`config.mk`:
```
export PLATFORM = sky130hd
export DESIGN_NAME = btn_sw_conditioner
export DESIGN_NICKNAME = d
export VERILOG_FILES = /design/src/rtl/pynq_io_pkg.sv /design/src/rtl/debounce_chan.sv /design/src/rtl/btn_sw_conditioner.sv
export SDC_FILE = /design/constraint.sdc
export NUM_CORES = 1
export LEC_CHECK = 0
export CAP_MARGIN = 20
export CELL_PAD_IN_SITES_DETAIL_PLACEMENT = 1
export CELL_PAD_IN_SITES_GLOBAL_PLACEMENT = 1
export CORE_ASPECT_RATIO = 1.1
export CORE_MARGIN = 5
export CORE_UTILIZATION = 50
export DETAILED_ROUTE_END_ITERATION = 8
export DONT_BUFFER_PORTS = 1
export PLACE_DENSITY = 0.89
export SYNTH_ARGS = -nofsm -noshare
export SYNTH_HDL_FRONTEND = slang
export SYNTH_HIERARCHICAL = 1
export SYNTH_SLANG_ARGS = --single-unit
```
`constraint.sdc`:
```
create_clock -name CLK -period 2.9 [get_ports CLK]
set_clock_uncertainty 0.1 [all_clocks]
set_input_delay 0.29 -clock CLK [delete_from_list [all_inputs] [get_ports CLK]]
set_output_delay 0.29 -clock CLK [all_outputs]
set_load 0.1 [all_outputs]
```
`src/rtl/pynq_io_pkg.sv`:
```
// Shared constants for the button/switch conditioner.
// Channel numbering: buttons 0-3 occupy channels 0-3, slide switches
// sw0/sw1 occupy channels 4/5. Events are {rise, chan[2:0]}.
package pynq_io_pkg;

    localparam int NUM_CH = 6;
    localparam int EVT_W  = 4;
    localparam int CNT_W  = 24;

    localparam int CH_BTN0 = 0;
    localparam int CH_BTN1 = 1;
    localparam int CH_BTN2 = 2;
    localparam int CH_BTN3 = 3;
    localparam int CH_SW0  = 4;
    localparam int CH_SW1  = 5;

    typedef logic [2:0] chan_t;

    function automatic logic [EVT_W-1:0] pack_evt(input logic rise, input chan_t ch);
        return {rise, ch};
    endfunction

endpackage

```
`src/rtl/debounce_chan.sv`:
```
// One debounced input channel: 2-flop synchronizer, stability counter
// and debounced level register.
// Ports:
//   CLK, RST_N  - clock, async active-low reset
//   raw         - raw asynchronous level
//   level       - debounced level
//   tgl         - high in the cycle whose closing edge flips level
//   tgl_rise    - polarity of that flip (1 = 0->1)
module debounce_chan
    import pynq_io_pkg::*;
#(
    parameter int DEBOUNCE_CYCLES = 1000000
) (
    input  logic CLK,
    input  logic RST_N,
    input  logic raw,
    output logic level,
    output logic tgl,
    output logic tgl_rise
);

    localparam logic [CNT_W-1:0] TC = CNT_W'(DEBOUNCE_CYCLES - 1);

    logic [1:0]       sync_q;
    logic [CNT_W-1:0] cnt_q;
    logic             level_q;
    logic             differ;
    logic             at_tc;

    assign differ   = sync_q[1] ^ level_q;
    assign at_tc    = (cnt_q == TC);
    // Sample still differs after DEBOUNCE_CYCLES counts: flip on this edge.
    assign tgl      = differ & at_tc;
    assign tgl_rise = sync_q[1];
    assign level    = level_q;

    always_ff @(posedge CLK or negedge RST_N) begin
        if (!RST_N) begin
            sync_q  <= '0;
            cnt_q   <= '0;
            level_q <= 1'b0;
        end else begin
            sync_q <= {sync_q[0], raw};
            if (!differ || at_tc) begin
                cnt_q <= '0;
            end else begin
                cnt_q <= cnt_q + CNT_W'(1);
            end
            if (tgl) begin
                level_q <= ~level_q;
            end
        end
    end

endmodule

```
`src/rtl/btn_sw_conditioner.sv`:
```
// Debounces 4 buttons and 2 slide switches, and queues an edge event per
// debounced level change into a small FIFO for a valid/ready consumer.
// Ports:
//   CLK, RST_N          - clock, async active-low reset
//   btn[3:0], sw0, sw1  - raw asynchronous inputs (channels 0-3, 4, 5)
//   btn_level, sw_level - debounced levels
//   evt_valid/evt_data/evt_ready - event stream, evt_data = {rise, chan}
//   ovf, ovf_clr        - sticky lost-event flag and its synchronous clear
module btn_sw_conditioner
    import pynq_io_pkg::*;
#(
    parameter int DEBOUNCE_CYCLES = 1000000,
    parameter int FIFO_DEPTH      = 4
) (
    input  logic             CLK,
    input  logic             RST_N,
    input  logic [3:0]       btn,
    input  logic             sw0,
    input  logic             sw1,
    output logic [3:0]       btn_level,
    output logic [1:0]       sw_level,
    output logic             evt_valid,
    output logic [EVT_W-1:0] evt_data,
    input  logic             evt_ready,
    output logic             ovf,
    input  logic             ovf_clr
);

    localparam int AW = $clog2(FIFO_DEPTH);

    logic [NUM_CH-1:0] raw_vec;
    logic [NUM_CH-1:0] level_vec;
    logic [NUM_CH-1:0] tgl_vec;
    logic [NUM_CH-1:0] rise_vec;

    assign raw_vec = {sw1, sw0, btn};

    for (genvar g = 0; g < NUM_CH; g++) begin : g_chan
        debounce_chan #(
            .DEBOUNCE_CYCLES (DEBOUNCE_CYCLES)
        ) u_chan (
            .CLK      (CLK),
            .RST_N    (RST_N),
            .raw      (raw_vec[g]),
            .level    (level_vec[g]),
            .tgl      (tgl_vec[g]),
            .tgl_rise (rise_vec[g])
        );
    end

    assign btn_level = level_vec[CH_BTN3:CH_BTN0];
    assign sw_level  = level_vec[CH_SW1:CH_SW0];

    logic [NUM_CH-1:0] pend_q;
    logic [NUM_CH-1:0] pol_q;
    logic              ovf_q;

    logic [EVT_W-1:0]  mem_q [FIFO_DEPTH];
    logic [AW:0]       wr_ptr_q;
    logic [AW:0]       rd_ptr_q;
    logic              full;
    logic              empty;
    logic              pop;

    logic              any_pend;
    chan_t             sel_ch;
    logic [NUM_CH-1:0] push_mask;
    logic              push_en;
    logic              ovf_set;

    assign empty = (wr_ptr_q == rd_ptr_q);
    assign full  = (wr_ptr_q[AW] != rd_ptr_q[AW]) &&
                   (wr_ptr_q[AW-1:0] == rd_ptr_q[AW-1:0]);
    assign pop   = !empty && evt_ready;

    // Fixed-priority arbiter; scanning downward lets the lowest index win.
    always_comb begin
        any_pend = 1'b0;
        sel_ch   = '0;
        for (int i = NUM_CH - 1; i >= 0; i--) begin
            if (pend_q[i]) begin
                any_pend = 1'b1;
                sel_ch   = chan_t'(i);
            end
        end
    end

    assign push_en = any_pend && !full;

    always_comb begin
        push_mask = '0;
        if (push_en) begin
            push_mask[sel_ch] = 1'b1;
        end
    end

    // A toggle onto a still-pending flag loses the older event, unless that
    // older event is leaving for the FIFO on this very edge.
    assign ovf_set = |(tgl_vec & pend_q & ~push_mask);

    always_ff @(posedge CLK or negedge RST_N) begin
        if (!RST_N) begin
            pend_q <= '0;
            pol_q  <= '0;
        end else begin
            for (int i = 0; i < NUM_CH; i++) begin
                if (tgl_vec[i]) begin
                    pend_q[i] <= 1'b1;
                    pol_q[i]  <= rise_vec[i];
                end else if (push_mask[i]) begin
                    pend_q[i] <= 1'b0;
                end
            end
        end
    end

    always_ff @(posedge CLK or negedge RST_N) begin
        if (!RST_N) begin
            ovf_q <= 1'b0;
        end else if (ovf_set) begin
            ovf_q <= 1'b1;
        end else if (ovf_clr) begin
            ovf_q <= 1'b0;
        end
    end

    assign ovf = ovf_q;

    always_ff @(posedge CLK or negedge RST_N) begin
        if (!RST_N) begin
            wr_ptr_q <= '0;
            rd_ptr_q <= '0;
            for (int i = 0; i < FIFO_DEPTH; i++) begin
                mem_q[i] <= '0;
            end
        end else begin
            if (push_en) begin
                mem_q[wr_ptr_q[AW-1:0]] <= pack_evt(pol_q[sel_ch], sel_ch);
                wr_ptr_q <= wr_ptr_q + (AW+1)'(1);
            end
            if (pop) begin
                rd_ptr_q <= rd_ptr_q + (AW+1)'(1);
            end
        end
    end

    assign evt_valid = !empty;
    assign evt_data  = evt_valid ? mem_q[rd_ptr_q[AW-1:0]] : '0;

endmodule

```
* After elaboration in Yosys (flattened, before gate mapping)
Cells that the tools add are included.
W data, S select, Z words.
** Cells by class
- Add/sub/neg operators :: 8
- Magnitude comparators :: 5
- Eq/ne operators :: 9
- Multiplexer cells :: 44
- Bitwise logic cells :: 23
- Reduce and logical (&&, ||, !) cells :: 27
** Operators with widths (count)
- $add A24 B1 Y24 const B :: 6
- $eq A24 B20 Y1 const B :: 6
- $mux W24 :: 6
- $mux W1 :: 22
- $mux W3 :: 6
- $bwmux W16 :: 1
- $mux W4 :: 4
- $reduce_bool A2 Y1 :: 7
- $and A6 B6 Y6 :: 2
- $bmux W4 S2 :: 1
- $demux W4 S2 :: 1
- $logic_not A1 Y1 :: 8
- $add A3 B1 Y3 const B :: 2
- $and A1 B1 Y1 :: 6
- $ge A3 B3 Y1 const B :: 2
- $logic_or A1 B1 Y1 :: 6
- $mux W6 :: 1
- $not A1 Y1 :: 6
- $not A2 Y3 :: 2
- $not A6 Y6 :: 1
- $reduce_or A6 Y1 :: 1
- $xor A1 B1 Y1 :: 6
- $logic_and A1 B1 Y1 :: 5
- $lt A3 B4 Y1 const B :: 1
- 7 further kinds :: 7
** Word-level totals
- Register bits after elaboration :: 197
- Bits of input ports :: 10
- Output and inout port bits :: 12
- Logic and storage cells :: 153

* Logic depth before layout (Yosys ltp)
Gate-level depths: netlist of run 1.
- Depth after elaboration :: 15
- Depth in mapped cells :: 9
- Depth with buffers taken out :: 8

* Cells and area by module
Netlist of run 1, hierarchy kept.
** Modules (own cells, without submodules)
- debounce_chan :: times used 6, cells each 142, area an instance 1376.3 um^2, sequential area each 675.6 um^2
- btn_sw_conditioner :: times used 1, cells each 162, area an instance 1856.8 um^2, sequential area each 875.8 um^2

* Least setup slack after synthesis of run 1
Ideal clock, no wire load.
- Path type :: register -> output
- Start point :: register rd_ptr_q[0]
- End point :: output port evt_data[0]
- Data arrival time :: 2399 ps
- Data required time :: 2510 ps
- Slack :: 111 ps
- Stages on the path, launching flop included :: 5
- Buffers on the path :: 1
- Cell sequence :: dfrtp_1 -> buf_2 -> xnor2_1 -> nand3b_1 -> and2_1
** Between the ends
- Word-level cells in the longest chain between the ends :: 5
- Elaborated cells between the ends (all ways) :: 6
- Classes of those cells :: eq/ne (1); mux (4); bitwise (1)
** Ends and longest elaborated chain
- start, declared :: RTL line btn_sw_conditioner.sv:60 : logic [AW:0] rd_ptr_q;
- start signal, assigned :: RTL line btn_sw_conditioner.sv:142 : rd_ptr_q <= rd_ptr_q + (AW+1)'(1);
- $not A2 Y3 (not written as such) :: RTL line btn_sw_conditioner.sv:148 : assign evt_data = evt_valid ? mem_q[rd_ptr_q[AW-1:0]] : '0;
- $bmux W4 S2 :: RTL line btn_sw_conditioner.sv:148
- $mux W4 (not written as such) (2 in series) :: RTL line btn_sw_conditioner.sv:148
- $mux W4 * :: RTL line btn_sw_conditioner.sv:148
- end, declared :: RTL line btn_sw_conditioner.sv:23 : output logic [EVT_W-1:0] evt_data,
Every way passes the cells marked *; elsewhere a longest branch is shown, timed or not. The select of a mux whose other input is x is not followed.

* Worst setup path after layout of run 1
- Start point :: register rd_ptr_q[0]
- End point :: output port evt_data[2]
Same word-level chain as after synthesis.

==> reports/results.txt, run 1 <==
status: finished with violations
failing checks: hold timing
CP max FO: 7
Clock transition at path regs: 0.07 ns
CTS sink cnt: 197
number of vias per cell: 6.101
Die Ht: 159.2 µm
slew at the pin closest to its max-slew limit: 0.7342 ns
die width: 145.6 µm
most common cell in the netlist: dfrtp_1
Synth top cells by count: 197 x dfrtp_1, 118 x nor2_1, 66 x xnor2_1, 56 x nand3_1, 54 x nand2_1
post-synth cell types: 51
Max-Cap Viols: 0
Slew headroom: 50.60%
multi-input logic area: 0.004908 mm²
Synth top area share: 48.74%
Routed WL per cell: 19.74 µm
clock buffer depth: 2
DR DRC count: 0
final setup violation count: 0
Max Freq: 0.3934 GHz
startpoint class of the critical path: flop
Most used DFF post-synth: dfrtp_1
largest net degree at the start of global routing: 198
Setup crit end kind: output port
initial antenna violation count: 1
Leak: 4.787 nW
Syn Nets: 1,035
TritonCTS buffer count: 17
io pins: 22
Mapped Area: 0.01011 mm²
number of global-route vias before repair: 8,597
die area: 0.02318 mm²
worst IR drop on VDD: 0.4179 mV
drt total wl: 25,580 µm
postcts setup bufs: 0
vias: 7,907
htree depth: 4
Core Region: 0.01986 mm²
Post-CTS Hold Fix Bufs: 7
sequential area share after synthesis: 48.74%
Final #Nets: 1,051
synthesized instance count: 1,014
Area Overhead vs Synth: 10.65%
Finished Core Util: 56.34%
Detail Placement HPWL: 16,390 µm
Overall Global Routing Usage: 22.45%
kind of critical path: flop to output port
Worst Path Arrival: 2.15 ns
post-route ant nets: 0
ys async rst share: 100.0%
final hold violations: 197
FF+latch count, synth: 197
Slew Viols, Final: 0
post-cts sizing count: 0
Synth Warn #: 6
placed inst area: 0.01049 mm²
clk_lat worst skew: 0.43 ns
HP Class: input pin to asynchronous set/reset pin
unrepaired setup endpoints after global routing: no
CTS tree: yes
Rows: 54
Fin Hold WS: -0.5437 ns
Fillers: 2,191
final cycle utilization of the critical path: 87.65%
sequential standard cell area: 0.004930 mm²
I/O Buffers: 0
Pre-antenna DRT Iters: 4
fin cells: 1,296
RD Place Congestion: 0.8422
Worst Path Required: 2.51 ns
final instance area: 0.01119 mm²
clk root buf: clkbuf_16
number of flops mapped to enable cells by yosys: 0
Mean Syn Cell Area: 9.975 µm²
dpl cells: 1,256
Final min period: 2.542 ns
first-pass GRT wire length: 43,640 µm
post-synth top area cell: dfrtp_1
PD cells: 485.0 mW/mm²
Total Neg Setup Slack: 0 ns
GR Overflow Total: 0
layout cells sized above 1: 10.16%
drt initial violations: 403
ranking of synthesized cells by area: dfrtp_1 49%, xnor2_1 5.7%, nor2_1 4.4%
Starting Density: 50.92%
==> cell families (layout without fill, tap and decap cells) <==
kind of cell | Yosys count | in the layout | synth area share (%)
AND/OR/NAND/NOR | 483 | 483 | 26.61
flip-flops | 197 | 197 | 48.74
AO/OA/AOI/OAI | 131 | 131 | 8.523
XOR/XNOR | 103 | 103 | 8.919
buffers and inverters | 65 | 94 | 2.734
multiplexers | 24 | 24 | 3.117
adder cells (fa/ha/maj) | 11 | 11 | 1.361
other | 0 | 1 | 0
==> flip-flops by register name (all words and copies together) (netlist names) <==
signal	count
g_chan.u_chan/cnt_q	144
pol_q	6
mem_q	16
rd_ptr_q	3
g_chan.u_chan/sync_q	12
pend_q	6
ovf	1
wr_ptr_q	3
g_chan.u_chan/level	6
==> path summary, 6_finish.rpt <==
path	slack [ns]	end	from	cells after the start
worst max-delay path	0.36	evt_data[2]	rd_ptr_q[0]$_DFFE_PN0P_	4
worst min-delay path	-0.54	g_chan[4].u_chan/cnt_q[8]$_DFF_PN0_	RST_N	0
worst max register to register	0.49	mem_q[1]$_DFFE_PN0P_	rd_ptr_q[0]$_DFFE_PN0P_	4
worst min register to register	0.25	g_chan[3].u_chan/sync_q[1]$_DFF_PN0_	g_chan[3].u_chan/sync_q[0]$_DFF_PN0_	0
max in group asynchronous	2.91	g_chan[0].u_chan/cnt_q[11]$_DFF_PN0_	RST_N	0
min in group CLK	0.05	ovf$_DFFE_PN0P_	ovf_clr	2
==> where the power goes <==
| group | switching, mW | internal [mW] | total [mW] |
|---|---|---|---|
| combinational | 0.0718 | 0.0404 | 0.112 |
| sequential | 0.0454 | 2.77 | 2.82 |
| clock | 1.04 | 1.45 | 2.50 |
| total | 1.16 | 4.27 | 5.43 |
==> worst max-delay path, stage by stage, from the launching register on <==
cell      delay (ns)
dfrtp_1         0.55
xnor2_1         0.39
nand3b_1        0.30
and2_1          0.29
buf_12          0.18
==> metrics by stage <==
stage / setup slack [ns] / hold slack (ns) / power (mW)
after global placement: 0.7582 / -0.09283 / 2.962
after global routing: 0.2160 / -0.5724 / 5.622
final: 0.3581 / -0.5437 / 5.428
after detailed placement: 0.6186 / -0.09395 / 2.972
after CTS: 0.3373 / -0.5656 / 5.488
after floorplan: 0.1110 / -0.1056 / 2.933
==> final cells by class <==
cell class | count | share of cell area, %
Sequential cell | 197 | 44.05
Clock buffer | 22 | 4.326
Clock inverter | 10 | 1.308
Antenna cell | 1 | 0.02236
Timing Repair Buffer | 28 | 2.482
Inverter | 34 | 1.140
Multi-Input combinational cell | 752 | 43.86
Tap cell | 252 | 2.817
==> metal layers <==
layer	routed length [µm]	track usage, %
met1	10940	27.80
met2	13300	39.37
met3	789	4.469
met4	546	7.422
met5	0	0
==> layout by cell type, fill, tap and decap left out, drive strengths merged, types with 2 or more instances in the layout <==
cell type / instances
or3: 36
nand4: 61
and2: 17
dfrtp: 197
clkbuf: 22
o31ai: 10
o221ai: 3
clkinvlp: 4
o211a: 6
nor3: 32
or4: 7
a21oi: 36
a32o: 2
and4: 24
xor2: 37
nand2: 54
nor4: 37
o21a: 6
mux4: 4
nor2: 119
inv: 34
ha: 11
a21o: 6
buf: 21
bufinv: 3
a22oi: 3
nor2b: 7
or2: 6
nand3: 56
o21ai: 50
mux2: 20
dlygate4sd3: 7
and3: 24
clkinv: 3
xnor2: 66
a2111oi: 2
No activity file was read; power rests on OpenSTA's default activity.
==> run 2: changes to the inputs <==
--- a/config.mk
+++ b/config.mk
@@ -13,7 +13,9 @@
 export CORE_UTILIZATION = 50
 export DETAILED_ROUTE_END_ITERATION = 8
 export DONT_BUFFER_PORTS = 1
+export GPL_TIMING_DRIVEN = 0
 export PLACE_DENSITY = 0.89
+export SLEW_MARGIN = 10
 export SYNTH_ARGS = -nofsm -noshare
 export SYNTH_HDL_FRONTEND = slang
 export SYNTH_HIERARCHICAL = 1
==> run 2 against run 1 <==
The flow still finishes with violations (hold timing). Global-route usage hardly changed. Combinational power hardly changed. Sequential cell count stayed put. Utilization is 0.10 points lower. Die area stayed put. Clock power hardly changed. Critical path depth stayed put. First-iteration DRC count is 1.7% higher. Maximum frequency is 8.0% lower.
==> reports/results.txt, run 2 (same netlist as run 1, synthesis figures left out) <==
Routed WL per cell: 19.61 µm
io pins: 22
DR DRC count: 0
GR Overflow Total: 0
drt initial violations: 410
PD cells: 487.6 mW/mm²
Post-CTS Hold Fix Bufs: 7
status: finished with violations
final setup violation count: 0
die area: 0.02318 mm²
final cycle utilization of the critical path: 95.24%
most flop-heavy register: g_chan.u_chan/cnt_q
Leak: 4.785 nW
multi-input logic area: 0.004910 mm²
Final min period: 2.762 ns
post-route ant nets: 0
Detail Placement HPWL: 16,730 µm
Fillers: 2,240
Int Power: 4.227 mW
Starting Density: 50.92%
layout cells sized above 1: 10.31%
die width: 145.6 µm
kind of critical path: flop to output port
r2r setup slk: 0.18 ns
worst IR drop on VDD: 0.4008 mV
startpoint class of the critical path: flop
most frequent cells in the layout: 197 x dfrtp_1, 118 x nor2_1, 66 x xnor2_1
clk root buf: clkbuf_16
Core Region: 0.01986 mm²
TritonCTS buffer count: 17
unrepaired setup endpoints after global routing: no
CP max FO: 4
Switching Power: 1.221 mW
I/O Buffers: 0
Die Ht: 159.2 µm
CTS sink cnt: 197
HP Class: input pin to asynchronous set/reset pin
failing checks: hold timing
Sw Ratio: 22.41%
final hold violations: 197
Max-Cap Viols: 0
Total Neg Setup Slack: 0 ns
Setup crit end kind: output port
Max Freq: 0.3620 GHz
RD Place Congestion: 0.8337
Final #Nets: 1,065
vias: 8,001
reg-to-reg endpoint: ovf$_DFFE_PN0P_
Largest regs: g_chan.u_chan/cnt_q: 144 flops, mem_q: 16 flops, g_chan.u_chan/sync_q: 12 flops
Area Overhead vs Synth: 10.45%
Top delay family on crit path: simple AND/OR/NAND/NOR gates
clk_lat worst skew: 0.45 ns
most common cell after layout, fill and taps aside: dfrtp_1
number of global-route vias before repair: 8,577
initial antenna violation count: 1
Worst Path Required: 2.51 ns
reg2reg start: g_chan[5].u_chan/cnt_q[0]$_DFF_PN0_
htree depth: 4
Rows: 54
slew at the pin closest to its max-slew limit: 1.030 ns
slowest stage delay, CP: 0.78 ns
Comb power frac: 2.0%
sequential standard cell area: 0.004930 mm²
Worst Path Arrival: 2.37 ns
Slew Viols, Final: 0
Clk network pwr share: 46.2%
Largest register FFs: 144
number of vias per cell: 6.108
worst-path cell chain: xor2_1, nand3b_1, buf_4, and2_1
drt total wl: 25,690 µm
Reg power frac: 51.8%
CP Buf/Inv Count: 1
Pre-antenna DRT Iters: 4
largest net degree at the start of global routing: 198
CTS tree: yes
Fin Hold WS: -0.5610 ns
Clock transition at path regs: 0.07 ns
clock buffer depth: 2
Overall Global Routing Usage: 22.46%
master of the slowest instance on the critical path: and2_1
Slew headroom: 31.83%
post-layout power: 5.448 mW
FF-to-FF path depth: 9
first-pass GRT wire length: 43,530 µm
## run 2: cell types whose count changed in the layout (fill, tap and decap cells not counted), moves of 3 or more
cell | previous run | this run
buf_2 | 0 | 17
clkinv_4 | 3 | 0
buf_4 | 17 | 3
clkbuf_1 | 1 | 12
inv_6 | 0 | 5
buf_12 | 4 | 0
## run 2: final cells by class
| type | instances | share of cell area, % |
|---|---|---|
| Antenna cell | 1 | 0.02240 |
| Buffer | 31 | 1.333 |
| Clock buffer | 19 | 4.054 |
| Clock inverter | 13 | 1.512 |
| Inverter | 34 | 1.142 |
| Multi-Input combinational cell | 752 | 43.95 |
| Sequential cell | 197 | 44.13 |
| Tap cell | 252 | 2.822 |
| Timing Repair Buffer | 11 | 1.042 |
## run 2: worst max path at each step
| stage | endpoint | cells past startpoint | slack (ns) | startpoint |
|---|---|---|---|---|
| after global routing | ovf$_DFFE_PN0P_ | 9 | 0.08 | g_chan[3].u_chan/cnt_q[0]$_DFF_PN0_ |
| after global placement | evt_data[2] | 4 | -0.13 | rd_ptr_q[0]$_DFFE_PN0P_ |
| after detailed placement | ovf$_DFFE_PN0P_ | 9 | 0.29 | g_chan[5].u_chan/cnt_q[0]$_DFF_PN0_ |
| after floorplan | evt_data[0] | 4 | 0.11 | rd_ptr_q[0]$_DFFE_PN0P_ |
| final | evt_data[3] | 4 | 0.14 | rd_ptr_q[2]$_DFFE_PN0P_ |
| after CTS | evt_data[1] | 3 | 0.004 | rd_ptr_q[2]$_DFFE_PN0P_ |
## run 2: metal layers
metal,global-route usage [%],share of wire [%],vias up
li1,-,-,3729
met1,27.91,43,4093
met2,39.09,51,126
met3,4.725,2.9,53
met4,7.379,2.6,0
met5,0,0,-
## run 2: what timing repair did
item                                    4_1_cts  5_1_grt
endpoints found under the setup margin        1        4
setup buffers                                 0        2
gates resized for setup                       1        0
endpoints found under the hold margin       205      197
## run 2: power by group through the flow
stage / sequential (mW) / clock [mW] / combinational, mW
6_report: 2.82 / 2.52 / 0.109
5_1_grt: 2.83 / 2.68 / 0.123
4_1_cts: 2.82 / 2.56 / 0.111
3_5_place_dp: 2.87 / 0 / 0.102
3_3_place_gp: 2.87 / 0 / 0.0959
2_1_floorplan: 2.86 / 0 / 0.0737
## run 2: per-stage QoR
step / setup slack, ns / hold slack [ns] / instance area, µm² / utilization, % / std cells
2_1_floorplan: 0.1110 / -0.1056 / 10110 / - / 1014
3_3_place_gp: -0.1337 / -0.09520 / 10430 / 52.51 / 1266
6_report: 0.1379 / -0.5610 / 11170 / 56.24 / 1310
4_1_cts: 0.003504 / -0.5665 / 11150 / 56.15 / 1307
5_1_grt: 0.08449 / -0.5845 / 11170 / 56.24 / 1310
3_5_place_dp: 0.2878 / -0.09572 / 10460 / 52.66 / 1268
==> run 3: changes to the inputs <==
--- a/config.mk
+++ b/config.mk
@@ -14,7 +14,7 @@
 export DETAILED_ROUTE_END_ITERATION = 8
 export DONT_BUFFER_PORTS = 1
 export GPL_TIMING_DRIVEN = 0
-export PLACE_DENSITY = 0.89
+export PLACE_DENSITY_LB_ADDON = 0.15
 export SLEW_MARGIN = 10
 export SYNTH_ARGS = -nofsm -noshare
 export SYNTH_HDL_FRONTEND = slang
==> run 3 against run 2 <==
The flow still finishes with violations (hold timing). Global-route usage shrank 1.7 points. Sequential share of layout area grew 0.15 points. Critical path type unchanged. Clock power shrank 2%. Via count shrank 3.3%.
==> reports/results.txt, run 3 (same netlist as run 1, synthesis figures left out) <==
Largest regs: g_chan.u_chan/cnt_q: 144 flops, mem_q: 16 flops, g_chan.u_chan/sync_q: 12 flops
io pins: 22
Die Ht: 159.2 µm
CTS sink cnt: 197
Starting Density: 50.92%
most common cell after layout, fill and taps aside: dfrtp_1
die width: 145.6 µm
PD cells: 483.9 mW/mm²
Area Overhead vs Synth: 10.07%
initial antenna violation count: 0
dpl ws: 0.3406 ns
final hold violations: 197
Fillers: 2,229
Fin Hold WS: -0.5506 ns
TritonCTS buffer count: 17
Final #Nets: 1,063
most flop-heavy register: g_chan.u_chan/cnt_q
slowest stage delay, CP: 0.87 ns
DR DRC count: 0
worst IR drop on VDD: 0.4058 mV
I/O Buffers: 0
Detail Placement HPWL: 15,530 µm
Final min period: 2.819 ns
clock buffer depth: 2
CP max FO: 6
master of the slowest instance on the critical path: and2_1
Max Freq: 0.3548 GHz
Clock transition at path regs: 0.07 ns
status: finished with violations
Pre-antenna DRT Iters: 4
worst-path cell chain: xor2_1, nand3b_1, and2_1
die area: 0.02318 mm²
final instance area: 0.01113 mm²
Post-CTS Hold Fix Bufs: 7
Slew Viols, Final: 0
layout cells sized above 1: 9.696%
startpoint class of the critical path: flop
kind of critical path: flop to output port
vias: 7,735
HP Class: input pin to asynchronous set/reset pin
unrepaired setup endpoints after global routing: no
# diodes: 0
setup ws final: 0.08144 ns
reg2reg start: g_chan[3].u_chan/cnt_q[0]$_DFF_PN0_
clk_lat worst skew: 0.43 ns
number of global-route vias before repair: 8,162
most frequent cells in the layout: 197 x dfrtp_1, 118 x nor2_1, 66 x xnor2_1
post-layout power: 5.388 mW
Worst Path Arrival: 2.43 ns
Leak: 4.769 nW
CTS tree: yes
Slew headroom: 32.72%
Worst Path Required: 2.51 ns
failing checks: hold timing
critical path depth: 3
first-pass GRT wire length: 40,940 µm
Setup crit end kind: output port
GR Overflow Total: 0
FF-to-FF path depth: 9
RD Place Congestion: 0.8128
Routed WL per cell: 17.86 µm
CP Buf/Inv Count: 0
Total Neg Setup Slack: 0 ns
Max-Cap Viols: 0
Overall Global Routing Usage: 20.74%
crit path from: rd_ptr_q[2]$_DFFE_PN0P_
placed inst area: 0.01046 mm²
htree depth: 4
clk root buf: clkbuf_16
Top delay family on crit path: simple AND/OR/NAND/NOR gates
slew at the pin closest to its max-slew limit: 1.016 ns
final cycle utilization of the critical path: 97.19%
largest net degree at the start of global routing: 198
post-route ant nets: 0
Largest register FFs: 144
number of vias per cell: 5.932
drt initial violations: 349
Rows: 54
Core Region: 0.01986 mm²
final setup violation count: 0
drt total wl: 23,280 µm
[run 3: final cells by class]
cell class                      instances  area, µm²  share of cell area (%)
Timing Repair Buffer                    9      101.3                  0.9103
Clock inverter                          9      153.9                   1.382
Inverter                               34      127.6                   1.146
Multi-Input combinational cell        752       4910                   44.10
Tap cell                              252      315.3                   2.832
Buffer                                 31      148.9                   1.337
Clock buffer                           20      446.7                   4.012
Sequential cell                       197       4930                   44.28
[run 3: what timing repair did]
action	in CTS	in global routing
endpoints found under the hold margin	205	197
buffers inserted	0	0
endpoints found under the setup margin	1	0
resized for setup	1	0
[run 3: final timing paths]
kind,to,slack (ns)
setup / recovery,evt_data[3],0.08
hold / removal,g_chan[4].u_chan/cnt_q[0]$_DFF_PN0_,-0.55
setup reg to reg,ovf$_DFFE_PN0P_,0.46
hold reg to reg,g_chan[0].u_chan/sync_q[1]$_DFF_PN0_,0.25
max in group asynchronous,g_chan[5].u_chan/cnt_q[13]$_DFF_PN0_,2.89
min in group CLK,ovf$_DFFE_PN0P_,0.05
[run 3: metrics by stage]
stage | std cells | util (%)
2_1_floorplan | 1014 | -
3_3_place_gp | 1266 | 52.51
3_5_place_dp | 1268 | 52.66
4_1_cts | 1304 | 56.05
5_1_grt | 1304 | 56.05
6_report | 1304 | 56.05
[run 3: power by group]
group	switching (mW)	internal (mW)	leakage, nW	total [mW]
Clock	1.00	1.45	0.288	2.46
Sequential	0.0480	2.78	2.71	2.82
Combinational	0.0698	0.0371	1.77	0.107
[run 3: worst reg2reg max path, stage by stage, from the launching register on]
cell	delay, ns
dfrtp_1	0.47
ha_1	0.18
clkbuf_1	0.33
nand3_1	0.19
nor3_1	0.30
and2_1	0.31
a22o_1	0.17
a22oi_1	0.07
o221ai_1	0.16
a21o_1	0.10
[run 3: routing by layer]
layer	vias up	track usage (%)	part of all wire, %
li1	3709	-	-
met2	75	35.40	51
met4	0	5.344	1.3
met3	24	3.871	2.3
met1	3927	27.32	46
met5	-	0	0
